**config.mk**
```make
export PLATFORM = sky130hd
export DESIGN_NAME = tick_debounce
export DESIGN_NICKNAME = d
export VERILOG_FILES = /design/src/rtl/tick_debounce_pkg.sv /design/src/rtl/tick_debounce_ch.sv /design/src/rtl/tick_debounce.sv
export SDC_FILE = /design/constraint.sdc
export NUM_CORES = 1
export LEC_CHECK = 0
export BUFFER_PORTS_ARGS = -buffer_cell sky130_fd_sc_hd__buf_2
export CORE_MARGIN = 2
export CORE_UTILIZATION = 58
export DETAILED_ROUTE_END_ITERATION = 6
export GPL_TIMING_DRIVEN = 0
export HOLD_SLACK_MARGIN = 0.15
export MAX_ROUTING_LAYER = met4
export PLACE_DENSITY = 0.87
export SYNTH_ARGS = -nofsm -noshare
export SYNTH_HDL_FRONTEND = slang
export SYNTH_SLANG_ARGS = --single-unit
export TNS_END_PERCENT = 30
```
**constraint.sdc**
```tcl
create_clock -name clk -period 2.8 [get_ports clk]
set_clock_uncertainty 0.2 [all_clocks]
set_input_delay 0.56 -clock clk [delete_from_list [all_inputs] [get_ports clk]]
set_output_delay 0.56 -clock clk [all_outputs]
set_load 0.02 [all_outputs]
```
**src/rtl/tick_debounce_pkg.sv**
```systemverilog
// Shared types, default widths and parameter legality helper for the tick_debounce block.
package tick_debounce_pkg;

    typedef enum logic [1:0] {
        IDLE   = 2'd0,
        DEB_DN = 2'd1,
        DOWN   = 2'd2,
        DEB_UP = 2'd3
    } db_state_t;

    localparam int DEF_STABLE_TICKS = 4;
    localparam int DEF_CNT_W        = 3;
    localparam int DEF_REPEAT_TICKS = 32;

    // True when the accept threshold is reachable by a saturating counter of cnt_w bits.
    function automatic bit stable_fits(input int stable, input int cnt_w);
        return (stable >= 1) && (stable < (1 << cnt_w));
    endfunction

endpackage

```
**src/rtl/tick_debounce_ch.sv**
```systemverilog
// One button channel: 2-flop synchronizer, slowen-gated debounce FSM, registered press/held.
// Auto-repeat while held is built only when TICK_DEBOUNCE_AUTOREPEAT_EN is defined.
module debounce_ch
    import tick_debounce_pkg::*;
#(
    parameter int STABLE_TICKS = DEF_STABLE_TICKS,
    parameter int CNT_W        = DEF_CNT_W,
    parameter int REPEAT_TICKS = DEF_REPEAT_TICKS
) (
    input  logic clk,
    input  logic rst,
    input  logic slowen,
    input  logic raw,
    output logic fire,
    output logic press,
    output logic held
);

    generate
        if (!stable_fits(STABLE_TICKS, CNT_W)) begin : g_bad_stable
            $error("debounce_ch: STABLE_TICKS does not fit in CNT_W");
        end
        if (REPEAT_TICKS < 1) begin : g_bad_repeat
            $error("debounce_ch: REPEAT_TICKS must be at least 1");
        end
    endgenerate

    localparam logic [CNT_W:0] LAST = (CNT_W + 1)'(STABLE_TICKS);

    logic             sync1;
    logic             s;
    db_state_t        state, state_n;
    logic [CNT_W-1:0] cnt, cnt_n;
    logic [CNT_W:0]   cnt_inc;
    logic [CNT_W-1:0] cnt_sat;
    logic             done;
    logic             accept;
    logic             rep_fire;

    always_ff @(posedge clk) begin
        if (rst) begin
            sync1 <= 1'b0;
            s     <= 1'b0;
        end else begin
            sync1 <= raw;
            s     <= sync1;
        end
    end

    assign cnt_inc = {1'b0, cnt} + {{CNT_W{1'b0}}, 1'b1};
    assign cnt_sat = (&cnt) ? cnt : cnt_inc[CNT_W-1:0];
    assign done    = (cnt_inc >= LAST);

    // With a threshold of one, the first disagreeing tick completes the transition.
    always_comb begin
        state_n = state;
        cnt_n   = cnt;
        accept  = 1'b0;
        if (slowen) begin
            case (state)
                IDLE: begin
                    if (s) begin
                        if (STABLE_TICKS == 1) begin
                            state_n = DOWN;
                            accept  = 1'b1;
                        end else begin
                            state_n = DEB_DN;
                            cnt_n   = CNT_W'(1);
                        end
                    end
                end
                DEB_DN: begin
                    if (!s) begin
                        state_n = IDLE;
                        cnt_n   = '0;
                    end else if (done) begin
                        state_n = DOWN;
                        cnt_n   = '0;
                        accept  = 1'b1;
                    end else begin
                        cnt_n = cnt_sat;
                    end
                end
                DOWN: begin
                    if (!s) begin
                        if (STABLE_TICKS == 1) begin
                            state_n = IDLE;
                        end else begin
                            state_n = DEB_UP;
                            cnt_n   = CNT_W'(1);
                        end
                    end
                end
                DEB_UP: begin
                    if (s) begin
                        state_n = DOWN;
                        cnt_n   = '0;
                    end else if (done) begin
                        state_n = IDLE;
                        cnt_n   = '0;
                    end else begin
                        cnt_n = cnt_sat;
                    end
                end
                default: begin
                    state_n = IDLE;
                    cnt_n   = '0;
                end
            endcase
        end
    end

`ifdef TICK_DEBOUNCE_AUTOREPEAT_EN
    localparam int RW = $clog2(REPEAT_TICKS + 1);
    localparam logic [RW-1:0] REP_LAST = RW'(REPEAT_TICKS);

    logic [RW-1:0] rep, rep_n;

    // Counts only ticks that stay in DOWN; entering or leaving DOWN restarts it.
    always_comb begin
        rep_n    = rep;
        rep_fire = 1'b0;
        if (slowen) begin
            if (state == DOWN && state_n == DOWN) begin
                if (rep + RW'(1) == REP_LAST) begin
                    rep_n    = '0;
                    rep_fire = 1'b1;
                end else begin
                    rep_n = rep + RW'(1);
                end
            end else begin
                rep_n = '0;
            end
        end
    end

    always_ff @(posedge clk) begin
        if (rst) rep <= '0;
        else     rep <= rep_n;
    end
`else
    assign rep_fire = 1'b0;
`endif

    assign fire = accept | rep_fire;

    always_ff @(posedge clk) begin
        if (rst) begin
            state <= IDLE;
            cnt   <= '0;
            press <= 1'b0;
            held  <= 1'b0;
        end else begin
            state <= state_n;
            cnt   <= cnt_n;
            press <= fire;
            held  <= (state_n == DOWN) || (state_n == DEB_UP);
        end
    end

endmodule

```
**src/rtl/tick_debounce.sv**
```systemverilog
// Two-button debouncer driven by the divider's slowen strobe, with a same-cycle "both" flag.
// Optional auto-repeat: define TICK_DEBOUNCE_AUTOREPEAT_EN.
module tick_debounce
    import tick_debounce_pkg::*;
#(
    parameter int STABLE_TICKS = DEF_STABLE_TICKS,
    parameter int CNT_W        = DEF_CNT_W,
    parameter int REPEAT_TICKS = DEF_REPEAT_TICKS
) (
    input  logic clk,
    input  logic rst,
    input  logic slowen,
    input  logic btn_l_raw,
    input  logic btn_r_raw,
    output logic press_l,
    output logic press_r,
    output logic both,
    output logic held_l,
    output logic held_r
);

    logic fire_l;
    logic fire_r;

    debounce_ch #(
        .STABLE_TICKS (STABLE_TICKS),
        .CNT_W        (CNT_W),
        .REPEAT_TICKS (REPEAT_TICKS)
    ) u_ch_l (
        .clk    (clk),
        .rst    (rst),
        .slowen (slowen),
        .raw    (btn_l_raw),
        .fire   (fire_l),
        .press  (press_l),
        .held   (held_l)
    );

    debounce_ch #(
        .STABLE_TICKS (STABLE_TICKS),
        .CNT_W        (CNT_W),
        .REPEAT_TICKS (REPEAT_TICKS)
    ) u_ch_r (
        .clk    (clk),
        .rst    (rst),
        .slowen (slowen),
        .raw    (btn_r_raw),
        .fire   (fire_r),
        .press  (press_r),
        .held   (held_r)
    );

    // Registered from the same next-press terms so it lines up with the pulses.
    always_ff @(posedge clk) begin
        if (rst) both <= 1'b0;
        else     both <= fire_l & fire_r;
    end

endmodule

```
After elaboration in Yosys (flattened, before gate mapping)

Cells that the tools add are included.

Flip-flop bits (word level): 19
Word-level logic and storage cells: 78

Order comparisons: 2
Bitwise logic cells: 1
Eq/ne operators: 14
Reductions and logical operators: 8
Mux-type cells: 38
$add $sub $neg: 2

Operators by type and width:

| kind                                                                                 | count |
|---|---|
| 3-bit two-way mux                                                                    | 12 |
| 2-bit two-way mux                                                                    | 14 |
| 3-bit case mux with 4 select lines                                                   | 2 |
| 2-bit == test (second input constant)                                                | 8 |
| 2-bit case mux with 4 select lines                                                   | 2 |
| 3-bit AND reduction                                                                  | 4 |
| 3-bit by 1-bit adder with 4-bit output (second input constant)                       | 2 |
| 4-bit by 3-bit greater-or-equal comparator with 1-bit output (second input constant) | 2 |
| 1-bit two-way mux                                                                    | 8 |
| 2-bit by 1-bit == test with 1-bit output (second input constant)                     | 2 |
| 2-bit zero test                                                                      | 2 |
| 2-bit by 1-bit != test with 1-bit output (second input constant)                     | 2 |
| 2-bit != test (second input constant)                                                | 2 |
| 1-bit logical OR                                                                     | 2 |
| 1-bit AND                                                                            | 1 |

Logic depth before layout (Yosys ltp)

Depth after elaboration: 8
Depth in mapped cells: 6
Depth with buffers taken out: 6

Hierarchy

Synthesis repeated with hierarchy kept, for this count alone.

Cells, all modules: 90
Area, all modules: 922.1 µm²

Modules (own cells, without submodules):

| module        | area an instance (µm²) | cells each | instances |
|---|---|---|---|
| debounce_ch   | 446.7                  | 44         | 2 |
| tick_debounce | 28.8                   | 2          | 1 |

Worst setup path before layout

No wires, ideal clock.

Path type: register to register
From: register u_ch_r.cnt[0]
To: register both
Period minus slack after synthesis: 1.836 ns
Cell stages (with the launch flop): 7
Arrival: 1.548 ns
Library setup time: 0.087 ns
Path slack: 0.964 ns
Cell sequence: dfxtp_1 -> ha_1 -> inv_1 -> ha_1 -> a31oi_2 -> or4_4 -> nor4_4

Longest elaborated chain between the ends: 7

Ends and longest elaborated chain:

| element                                                      | line                    | source |
|---|---|---|
| start: declaration                                           | tick_debounce_ch.sv:33  | `logic [CNT_W-1:0] cnt, cnt_n;` |
| start signal: assignment                                     | tick_debounce_ch.sv:155 | `cnt <= cnt_n;` |
| 3-bit by 1-bit adder with 4-bit output                       | tick_debounce_ch.sv:50  | `assign cnt_inc = {1'b0, cnt} + {{CNT_W{1'b0}}, 1'b1};` |
| 4-bit by 3-bit greater-or-equal comparator with 1-bit output | tick_debounce_ch.sv:52  | `assign done = (cnt_inc >= LAST);` |
| 1-bit two-way mux                                            | tick_debounce_ch.sv:76  | `end else if (done) begin` |
| 1-bit two-way mux                                            | tick_debounce_ch.sv:73  | `if (!s) begin` |
| 1-bit two-way mux                                            | tick_debounce_ch.sv:60  | `case (state)` |
| 1-bit two-way mux                                            | tick_debounce_ch.sv:59  | `if (slowen) begin` |
| 1-bit AND                                                    | tick_debounce.sv:56     | `else both <= fire_l & fire_r;` |
| end signal: assignment                                       | tick_debounce.sv:56     |  |
| end: declaration                                             | tick_debounce.sv:17     | `output logic both,` |

Every way passes these cells.
A chain may end at the register's enable or synchronous reset.

Final worst setup path

From: register u_ch_l.cnt[0]
To: register u_ch_l.cnt[0]

Longest elaborated chain between the ends: 5
Elaborated cells on any way between the ends: 8
Those cells by class: 1 x add/sub; 1 x order compare; 5 x mux; 1 x reduce/logical

Ends and longest elaborated chain:

| element                                                                                           | line |
|---|---|
| start: declaration                                                                                | tick_debounce_ch.sv:33 |
| start signal: assignment                                                                          | tick_debounce_ch.sv:155 |
| 3-bit by 1-bit adder with 4-bit output or 3-bit AND reduction (tied branches)                     | tick_debounce_ch.sv:50, tick_debounce_ch.sv:51 |
| 4-bit by 3-bit greater-or-equal comparator with 1-bit output or 3-bit two-way mux (tied branches) | tick_debounce_ch.sv:52, tick_debounce_ch.sv:51 |
| 3-bit two-way mux (*)                                                                             | tick_debounce_ch.sv:76, tick_debounce_ch.sv:98 |
| 3-bit two-way mux, on equally long branches                                                       | tick_debounce_ch.sv:95, tick_debounce_ch.sv:73 |
| 3-bit case mux with 4 select lines (*)                                                            | tick_debounce_ch.sv:60 |

Every way passes the cells marked *; elsewhere a longest branch is shown, timed or not.

==> results.json <==
{
  "crit_chain": "ha_1 -> inv_1 -> ha_1 -> a31oi_1 -> o211ai_1 -> o32ai_1",
  "synth_seq_area_share_pct": 42.2,
  "setup_viol": 0,
  "critical-path-slowest-cell": "dfxtp_1",
  "layoutNonFillerInstCount": 123,
  "critical_path.max_fanout": 6,
  "ioPinCount": 10,
  "critPathMaxStageDelay_ns": 0.40,
  "routed_wirelength_mm": 1.37,
  "worst-setup-path-type": "reg -> reg",
  "max_slew_violations": 0,
  "ctsHoldBuffers": 0,
  "cts_tree": "built",
  "synth_nets": 105,
  "grt_max_degree": 12,
  "antenna_diode_count": 0,
  "timing_hold_violations_final": 0,
  "die_width_microns": 43.4,
  "rsz0062_at_grt": "no",
  "synth_largest_area_cell": "dfxtp_1",
  "hpwl_microns": 998,
  "number_of_antenna_violations_at_the_first_check_in_global_routing": 0,
  "clock_sinks": 19,
  "wire_length_of_the_first_global_routing_pass_mm": 2.50,
  "ys.warnings.count": 0,
  "fp.coreArea_sq_um": 1490,
  "nNetsFinal": 119,
  "firstDrtPassIters": 2,
  "clock_tree.root_cell": "clkbuf_4",
  "critical-path-top-delay-family": "compound AO/OA/AOI/OAI gates",
  "post_cts_resized": 0,
  "synth_area_sq_um": 902,
  "vias": 683,
  "globalRoute.totalOverflow": 0,
  "clk_pin_slew_ns": 0.10,
  "synth_cells": 94,
  "worstPathRequired_ns": 2.81,
  "ys_top_cells_by_area": "dfxtp_1 42%, ha_1 8.3%, nand2b_1 4.2%",
  "insertion_delay_ns": 0.29,
  "fp-row-count": 14,
  "yosys.area.top_type_share_pct": 42.2,
  "place.port_buffers": 9,
  "cts_bufs_inserted": 3,
  "maxCapViolations": 0,
  "max_slew.worst_pin.slew_ns": 0.454,
  "drt_iter0_markers": 7,
  "antenna_left": 0,
  "timing.critical_path.from_type": "flip-flop",
  "vdd_ir_drop_max_mv": 0.406,
  "fillerInstances": 121,
  "worstHoldPathType": "reg -> reg",
  "avgRoutedWirePerCell_microns": 11.1,
  "cp-end-kind": "flip-flop",
  "drc": 0,
  "layout-area-overhead-vs-synth_pct": 10.3,
  "power_per_cell_area_nw_per_um2": 440,
  "cts_h_tree_depth": 1,
  "period_minus_slack_ns": 2.02,
  "grt_pass1_vias": 613,
  "numPlacedInstances": 119,
  "dieHeight_microns": 43.4,
  "setup_bufs_post_cts": 0,
  "route.detailed.vias_per_inst": 5.55,
  "cp_num_buf_inv": 1,
  "run_status": "complete, no violations",
  "tcrit_tclk_final_pct": 72.2,
  "mean_syn_cell_area_sq_um": 9.60,
  "critPathMostFrequentCell": "ha_1",
  "die-area_sq_um": 1890,
  "postLayoutCoreUtil_pct": 66.8,
  "leakage_uw": 0.000373,
  "synth_cell_types": 32,
  "yosys_register_bits": 19,
  "gpl.final_weighted_congestion": 0.857,
  "cp_data_arrival_time_ns": 2.03,
  "initial_utilization_pct": 60.6,
  "fmax_mhz": 495,
  "cts-root-to-sink-buffers": 2,
  "grt_use_total_pct": 18.5,
  "tns_ns": 0,
  "maxSlewHeadroom_pct": 69.6,
  "drive_above_1_share_pct": 16.8
}
-- placed cells by master (no fill, tap or decap), types with 3 or more instances in the layout --
cell type / n
a21oi_1: 7
a31oi_1: 3
buf_2: 10
clkbuf_4: 3
dfxtp_1: 19
ha_1: 6
inv_1: 9
nand2b_1: 6
nor2_1: 3
nor2b_1: 5
o211ai_1: 3
or3_1: 3
-- path summary, 6_finish.rpt --
path	startpoint	end	slack, ns	cells past startpoint
min reg2reg	u_ch_l.sync1	u_ch_l.s	0.26	1
min	u_ch_l.sync1	u_ch_l.s	0.26	1
max reg2reg	u_ch_l.cnt[0]	u_ch_l.cnt[0]	0.78	6
max	u_ch_l.cnt[0]	u_ch_l.cnt[0]	0.78	6
-- area by class of cell --
class	count	area [sq um]	share of cell area, %
multi-input cells	63	475	47.8
well taps	16	20.0	2.01
flip-flops and latches	19	380	38.2
clock inverters	1	5.00	0.503
repair buffers	9	45.0	4.53
clock buffers	3	22.5	2.26
plain buffers	3	12.5	1.26
inverters	9	33.8	3.40
-- cells by family (layout without fill, tap and decap cells) --
| family | count (synthesis) | in the layout | share of synthesized area (%) |
|---|---|---|---|
| compound gates | 22 | 22 | 16.5 |
| mux | 2 | 2 | 2.22 |
| xor+xnor | 3 | 3 | 3.75 |
| buf+inv | 12 | 25 | 5.13 |
| fa+ha+maj | 6 | 6 | 8.32 |
| simple gates | 30 | 30 | 21.9 |
| flops | 19 | 19 | 42.2 |
-- worst reg2reg max path, stage by stage, from the launching register on --
cell and delay (ns):
dfxtp_1 0.40, ha_1 0.19, inv_1 0.05, ha_1 0.26
a31oi_1 0.37, o211ai_1 0.17, o32ai_1 0.29
-- through the flow --
step	hold WS [ns]	power, uW	area, sq um	setup slack (ns)
2_1_floorplan	0.214	303	902	0.964
3_3_place_gp	0.226	310	967	0.826
3_5_place_dp	0.248	311	967	0.783
4_1_cts	0.262	441	995	0.767
5_1_grt	0.280	460	995	0.534
6_report	0.262	438	995	0.779
-- registers in the layout (all words and copies together) (netlist names) --
name	cells
u_ch_r.held	1
u_ch_l.held	1
u_ch_l.sync1	1
u_ch_r.state	2
both	1
u_ch_l.state	2
u_ch_l.press	1
u_ch_r.press	1
u_ch_r.sync1	1
u_ch_r.s	1
u_ch_l.s	1
u_ch_l.cnt	3
u_ch_r.cnt	3
-- where the power goes --
| part | internal, uW | switching (uW) |
|---|---|---|
| clock network | 53.2 | 79.5 |
| registers | 275 | 4.31 |
| logic | 11.0 | 14.6 |
| total | 339 | 98.4 |
-- per-layer routing --
layer	vias up	GRT usage, %	wire [microns]
met2	15	29.3	603
met1	309	21.5	683
met4	0	5.45	13
li1	357	-	-
met5	-	-	0
met3	2	7.50	71
-- Yosys cell counts --
library cell / n
or3_1: 3
o32ai_1: 2
ha_1: 6
nor2_1: 3
and3b_1: 1
clkbuf_1: 2
a31oi_2: 1
o2111ai_1: 1
or3b_1: 1
or2_1: 1
a221oi_1: 1
nand2_1: 2
or4_4: 1
nand3_1: 1
inv_1: 9
xor2_1: 1
xor2_2: 1
dfxtp_1: 19
o21ai_0: 2
a21oi_1: 7
xnor2_1: 1
nor2b_1: 5
nand4_1: 2
nor4_4: 1
nand2b_1: 6
nor3_1: 2
buf_2: 1
o21a_1: 2
mux2i_1: 2
or2b_1: 1
a31oi_1: 3
o211ai_1: 3
No activity file was read; power rests on OpenSTA's default activity.
